<file path="config.mk">
export PLATFORM = sky130hd
export DESIGN_NAME = motor_pwm_driver
export DESIGN_NICKNAME = d
export VERILOG_FILES = /design/src/rtl/motor_pwm_driver.sv
export SDC_FILE = /design/constraint.sdc
export NUM_CORES = 1
export LEC_CHECK = 0
export CORE_UTILIZATION = 43
export CTS_BUF_LIST = sky130_fd_sc_hd__clkbuf_8 sky130_fd_sc_hd__clkbuf_16
export CTS_CLUSTER_SIZE = 12
export DETAILED_ROUTE_END_ITERATION = 10
export GPL_TIMING_DRIVEN = 0
export HOLD_SLACK_MARGIN = 0.03
export PLACE_DENSITY_LB_ADDON = 0.1
export SYNTH_ARGS = -nofsm -noshare
export SYNTH_HDL_FRONTEND = slang
export SYNTH_SLANG_ARGS = --single-unit
</file>
<file path="constraint.sdc">
create_clock -name clk -period 3.1 [get_ports clk]
set_clock_uncertainty 0.05 [all_clocks]
set_input_delay 0.465 -clock clk [delete_from_list [all_inputs] [get_ports clk]]
set_output_delay 0.465 -clock clk [all_outputs]
set_load 0.005 [all_outputs]
</file>
<file path="src/rtl/motor_pwm_driver.sv">
// H-bridge PWM driver for two motors with dead-time on reversal.
// Define MOTOR_PWM_RAMP_EN to ramp duty_eff toward the target by RAMP_STEP per PWM period.
module motor_pwm_driver #(
   parameter int unsigned PRESCALE    = 40,
   parameter int unsigned DEAD_CYCLES = 16,
   parameter int unsigned RAMP_STEP   = 8
) (
   input  logic       clk,
   input  logic       reset,
   input  logic       cmd_valid,
   output logic       cmd_ready,
   input  logic [1:0] cmd_dir_a,
   input  logic [1:0] cmd_dir_b,
   input  logic [7:0] cmd_duty,
   output logic       motorA_d,
   output logic       motorA_i,
   output logic       motorB_d,
   output logic       motorB_i,
   output logic       period_tick,
   output logic       busy
);

   localparam int unsigned PS_W = (PRESCALE > 1) ? $clog2(PRESCALE) : 1;
   localparam int unsigned DC_W = (DEAD_CYCLES > 1) ? $clog2(DEAD_CYCLES) : 1;

   typedef enum logic [1:0] {IDLE, RUN, DEAD, BRAKE} state_t;

   state_t            state_a, state_a_nxt, state_b, state_b_nxt;
   logic [1:0]        dir_a, dir_a_nxt, dir_b, dir_b_nxt;
   logic [DC_W-1:0]   dead_a, dead_a_nxt, dead_b, dead_b_nxt;
   logic [PS_W-1:0]   prescaler, prescaler_nxt;
   logic [7:0]        pwm_cnt, pwm_cnt_nxt;
   logic [7:0]        duty_tgt, duty_tgt_nxt;
   logic [7:0]        duty_eff, duty_eff_nxt;
   logic              a_d_nxt, a_i_nxt, b_d_nxt, b_i_nxt;
   logic              tick_nxt, busy_nxt, ready_nxt;
   logic              presc_wrap, accept, pwm_nxt;

   // State a channel settles into once any dead-time has elapsed
   function automatic state_t pend_state(input logic [1:0] dir);
      case (dir)
         2'b00:   pend_state = IDLE;
         2'b11:   pend_state = BRAKE;
         default: pend_state = RUN;
      endcase
   endfunction

   function automatic state_t chan_next(input state_t st, input logic [1:0] cur,
                                        input logic [1:0] nd, input logic acc,
                                        input logic dead_done);
      chan_next = st;
      case (st)
         IDLE:  if (acc) chan_next = pend_state(nd);
         RUN:   if (acc && nd != cur) chan_next = (nd == 2'b00) ? IDLE : DEAD;
         BRAKE: if (acc && nd != 2'b11) chan_next = (nd == 2'b00) ? IDLE : DEAD;
         DEAD:  if (dead_done) chan_next = pend_state(cur);
         default: chan_next = IDLE;
      endcase
   endfunction

   function automatic logic [DC_W-1:0] dead_next(input state_t st, input state_t nxt,
                                                 input logic [DC_W-1:0] cnt);
      dead_next = cnt;
      if (st != DEAD && nxt == DEAD)
         dead_next = DC_W'(DEAD_CYCLES - 1);
      else if (st == DEAD && cnt != '0)
         dead_next = cnt - DC_W'(1);
   endfunction

   // Returns {d, i} for a channel; both high only in BRAKE
   function automatic logic [1:0] drive(input state_t st, input logic [1:0] dir, input logic pwm);
      drive = 2'b00;
      case (st)
         RUN: begin
            if (dir == 2'b01) drive = {pwm, 1'b0};
            else if (dir == 2'b10) drive = {1'b0, pwm};
         end
         BRAKE:   drive = 2'b11;
         default: drive = 2'b00;
      endcase
   endfunction

   // One ramp step toward t, saturating at t; 9-bit math avoids wrap
   function automatic logic [7:0] ramp(input logic [7:0] e, input logic [7:0] t);
      logic [8:0] e9, t9, s9;
      e9 = {1'b0, e};
      t9 = {1'b0, t};
      s9 = 9'(RAMP_STEP);
      if (e9 < t9)
         ramp = (t9 - e9 <= s9) ? t : 8'(e9 + s9);
      else
         ramp = (e9 - t9 <= s9) ? t : 8'(e9 - s9);
   endfunction

   always_ff @(posedge clk) begin
      if (reset) begin
         state_a     <= IDLE;
         state_b     <= IDLE;
         dir_a       <= 2'b00;
         dir_b       <= 2'b00;
         dead_a      <= '0;
         dead_b      <= '0;
         prescaler   <= '0;
         pwm_cnt     <= 8'd0;
         duty_tgt    <= 8'd0;
         duty_eff    <= 8'd0;
         motorA_d    <= 1'b0;
         motorA_i    <= 1'b0;
         motorB_d    <= 1'b0;
         motorB_i    <= 1'b0;
         period_tick <= 1'b0;
         busy        <= 1'b0;
         cmd_ready   <= 1'b1;
      end else begin
         state_a     <= state_a_nxt;
         state_b     <= state_b_nxt;
         dir_a       <= dir_a_nxt;
         dir_b       <= dir_b_nxt;
         dead_a      <= dead_a_nxt;
         dead_b      <= dead_b_nxt;
         prescaler   <= prescaler_nxt;
         pwm_cnt     <= pwm_cnt_nxt;
         duty_tgt    <= duty_tgt_nxt;
         duty_eff    <= duty_eff_nxt;
         motorA_d    <= a_d_nxt;
         motorA_i    <= a_i_nxt;
         motorB_d    <= b_d_nxt;
         motorB_i    <= b_i_nxt;
         period_tick <= tick_nxt;
         busy        <= busy_nxt;
         cmd_ready   <= ready_nxt;
      end
   end

   always_comb begin
      state_a_nxt   = state_a;
      state_b_nxt   = state_b;
      dir_a_nxt     = dir_a;
      dir_b_nxt     = dir_b;
      dead_a_nxt    = dead_a;
      dead_b_nxt    = dead_b;
      prescaler_nxt = prescaler + PS_W'(1);
      pwm_cnt_nxt   = pwm_cnt;
      duty_tgt_nxt  = duty_tgt;
      duty_eff_nxt  = duty_eff;
      tick_nxt      = 1'b0;

      // Timebase: prescaler then 0..254 PWM counter
      presc_wrap = (prescaler == PS_W'(PRESCALE - 1));
      if (presc_wrap) begin
         prescaler_nxt = '0;
         if (pwm_cnt == 8'd254) begin
            pwm_cnt_nxt = 8'd0;
            tick_nxt    = 1'b1;
         end else begin
            pwm_cnt_nxt = pwm_cnt + 8'd1;
         end
      end

      accept = cmd_valid && cmd_ready;
      if (accept) begin
         duty_tgt_nxt = cmd_duty;
         dir_a_nxt    = cmd_dir_a;
         dir_b_nxt    = cmd_dir_b;
      end

      state_a_nxt = chan_next(state_a, dir_a, cmd_dir_a, accept, dead_a == '0);
      state_b_nxt = chan_next(state_b, dir_b, cmd_dir_b, accept, dead_b == '0);
      dead_a_nxt  = dead_next(state_a, state_a_nxt, dead_a);
      dead_b_nxt  = dead_next(state_b, state_b_nxt, dead_b);

`ifdef MOTOR_PWM_RAMP_EN
      if ((state_a != IDLE && state_a_nxt == IDLE) || (state_a != DEAD && state_a_nxt == DEAD) ||
          (state_b != IDLE && state_b_nxt == IDLE) || (state_b != DEAD && state_b_nxt == DEAD))
         duty_eff_nxt = 8'd0;
      else if (tick_nxt)
         duty_eff_nxt = ramp(duty_eff, duty_tgt_nxt);
`else
      if (tick_nxt)
         duty_eff_nxt = duty_tgt_nxt;
`endif

      // Lines are registered from next-cycle state so they move with the state change
      pwm_nxt              = (pwm_cnt_nxt < duty_eff_nxt);
      {a_d_nxt, a_i_nxt}   = drive(state_a_nxt, dir_a_nxt, pwm_nxt);
      {b_d_nxt, b_i_nxt}   = drive(state_b_nxt, dir_b_nxt, pwm_nxt);

      busy_nxt  = (state_a_nxt == DEAD) || (state_b_nxt == DEAD);
      ready_nxt = !busy_nxt;
   end

endmodule

</file>
==> impl_metrics.yaml <==
outcome:
  status: "finished, final reports clean"
power_and_ir_drop:
  power_mw: 1.52
  powerDensity_mw_per_mm2: 475
  peakVddDrop_uv: 210
  pwr-share-comb_pct: 23.2
  clkPwrFrac_pct: 24.5
  p_seq_share_pct: 52.3
  swShare_pct: 29.9
  p_leak_nw: 1.28
  p_int_mw: 1.07
  switchingPower_mw: 0.456
synth:
  syn-num-nets: 335
  avgSynthCellArea_um2: 8.50
  yosys-top-cells-count: "dfxtp_1 (53), nor2_1 (48), nand2_1 (21)"
  ys_async_sr_fraction_pct: 0
  yosys.area.top_type: "dfxtp_1"
  yosys.area.top_type_share_pct: 40.5
  ys_types: 52
  synth_seq_cells: 53
  yosysSeqAreaShare_pct: 40.5
  ys_warn_count: 0
  syn_area_mm2: 0.00262
  synth_flop_cell: "dfxtp_1"
  yosys-top-cells-area: "dfxtp_1 (41%), nor2_1 (6.9%), ha_1 (5.7%), mux2i_1 (4.2%), a21oi_1 (3.8%)"
  synth_edf_count: 0
  netlist_instances: 308
  yosysMostFrequentCell: "dfxtp_1"
floorplanning:
  die_w_um: 80.0
  initial_core_util_pct: 44.5
  die_area_mm2: 0.00641
  die_h_um: 80.0
  core-area_mm2: 0.00589
  ioPinCount: 22
  rows: 28
cells_and_area:
  area_growth_pct: 22.7
  seq_area_mm2: 0.00107
  multi_input_area_mm2: 0.00156
  finalNetCount: 371
  drive_gt1_share_pct: 15.1
  fillers: 564
  diodes: 0
grt:
  grt_start_max_net_pins: 20
  grt_pass1_wl_mm: 9.44
  antenna_found_initial: 0
  grt-ovfl-total: 0
  grt_usage_pct: 19.0
  grt_pass1_vias: 2118
clock_network:
  clockBufferDepth: 2
  cts_inserted_buffers: 5
  h-tree-depth: 2
  cts_tree: "yes"
  clk_latency_ps: 300
  hold_buffers: 0
  clkTransAtPathRegs_ps: 100
  numClockSinks: 53
  cts_root_buf: "clkbuf_8"
setup_path:
  path_max_fanout: 8
  critPathLaunchType: "flop"
  worst-setup-path-type: "reg2reg"
  worstPathArrival_ps: 3190
  required_ps: 3290
  cp-end-kind: "flop"
route:
  drcViolationCount: 0
  drt-total-wl_mm: 5.72
  vias: 2257
  via_per_inst: 5.37
  first_pass_iters: 4
  detail_route.iter0.violations: 134
  wl_per_cell_um: 13.6
  ant_nets: 0
placement:
  port_buffers: 19
  dp_hpwl_mm: 3.96
  gp_congestion: 0.828
timing:
  slew_viol_final: 0
  final_hold_viol_count: 0
  period_minus_slack_ps: 3000
  fmax_ghz: 0.333
  max_slew_margin_pct: 58.6
  worst_pin_slew_ps: 615
  finalSetupViolCount: 0
  timing.final.crit_share_pct: 96.8
  whs_ps: 441
hold_path:
  hold_class: "reg2reg"
flow_run:
  maxCapViolations: 0
==> layout by cell type (no fill, tap or decap), drive strengths merged, types with 2 or more instances in the layout <==
cell type | netlist | final
dfxtp | 53 | 53
nor2 | 48 | 48
nand2 | 21 | 21
a21oi | 20 | 20
clkdlybuf4s50 | 0 | 19
buf | 5 | 16
nor2b | 14 | 14
o21ai | 13 | 13
clkbuf | 9 | 13
inv | 11 | 12
ha | 12 | 12
mux2i | 11 | 11
nor3 | 10 | 10
xor2 | 7 | 7
a31oi | 7 | 7
xnor2 | 6 | 6
nand3 | 6 | 6
o31ai | 5 | 5
and3 | 4 | 4
a211oi | 4 | 4
o21bai | 4 | 4
nand4b | 3 | 3
nor3b | 3 | 3
nand4 | 3 | 3
a21boi | 3 | 3
nand2b | 2 | 2
or3 | 2 | 2
a21o | 2 | 2
clkinv | 0 | 2
or2 | 2 | 2
o211ai | 2 | 2
==> final timing paths <==
check	startpoint	endpoint	slack, ps	depth (start not counted)
setup / recovery	pwm_cnt[0]$_SDFF_PP0_	motorA_d$_SDFF_PP0_	100	12
hold / removal	duty_eff[4]$_SDFF_PP0_	duty_eff[4]$_SDFF_PP0_	440	2
setup reg to reg	pwm_cnt[0]$_SDFF_PP0_	motorA_d$_SDFF_PP0_	100	12
hold reg to reg	duty_eff[4]$_SDFF_PP0_	duty_eff[4]$_SDFF_PP0_	440	2
==> flip-flops by register name, indices dropped and copies added, names as in the netlist <==
signal       count
state_b          2
dir_b            2
dead_a           4
motorB_i         1
cmd_ready        1
motorA_i         1
duty_eff         8
prescaler        6
dir_a            2
busy             1
duty_tgt         8
pwm_cnt          8
dead_b           4
state_a          2
motorB_d         1
period_tick      1
motorA_d         1
==> metal layers <==
| layer | routed length, µm | track usage (%) | vias to the layer above |
|---|---|---|---|
| li1 | - | - | 1150 |
| met1 | 2660 | 23.6 | 1053 |
| met2 | 2780 | 33.3 | 45 |
| met3 | 186 | 2.74 | 9 |
| met4 | 91 | 6.79 | 0 |
| met5 | 0 | 0 | - |
==> kinds of logic after synthesis <==
| logic type | count (synthesis) | synth area share [%] |
|---|---|---|
| AO/OA/AOI/OAI | 72 | 18.6 |
| XOR/XNOR | 13 | 4.35 |
| adder cells (fa/ha/maj) | 12 | 5.73 |
| buffers and inverters | 25 | 3.73 |
| flip-flops | 53 | 40.5 |
| multiplexers | 11 | 4.20 |
| AND/OR/NAND/NOR | 122 | 22.8 |
==> cell type report <==
| type | count | area share, % |
|---|---|---|
| multi-input cells | 230 | 48.4 |
| flip-flops and latches | 53 | 33.4 |
| repair buffers | 32 | 9.50 |
| well taps | 75 | 2.92 |
| clock buffers | 5 | 2.14 |
| plain buffers | 11 | 1.91 |
| inverters | 11 | 1.29 |
| clock inverters | 3 | 0.428 |
==> critical path: stages, from the launching register on <==
cell,delay [ps]
dfxtp_4,350
inv_1,50
ha_2,180
nand3_2,70
or4_4,580
buf_8,170
a21oi_4,150
ha_4,220
a21o_1,180
a21o_1,210
a2111oi_4,410
nand4b_1,150
a21oi_1,160
==> metrics by stage <==
step                      setup WS (ps)  cells  TNS [ps]  instance area, µm²  util (%)
after global placement             -848    402     -3240                2900      49.3
after detailed placement           -875    402     -3340                2900      49.3
after global routing              -5.67    420     -5.67                3210      54.6
final                              99.6    420         0                3210      54.6
after floorplan                    8.19    308         0                2620         -
after CTS                          13.3    414         0                3090      52.6
==> power groups by stage <==
stage	logic, mW	clock network (mW)	registers, mW
finish	0.354	0.374	0.797
global route	0.402	0.422	0.808
CTS	0.351	0.389	0.797
detailed placement	0.349	0	0.812
global placement	0.345	0	0.811
floorplan	0.251	0	0.802
==> repair_timing <==
| item | CTS | global route |
|---|---|---|
| pin swaps | 9 | 12 |
| resized for setup | 18 | 18 |
| cloned | 0 | 1 |
| buffers inserted | 5 | 7 |
| setup endpoints to repair | 4 | 4 |
(Power assumes the default switching activity.)
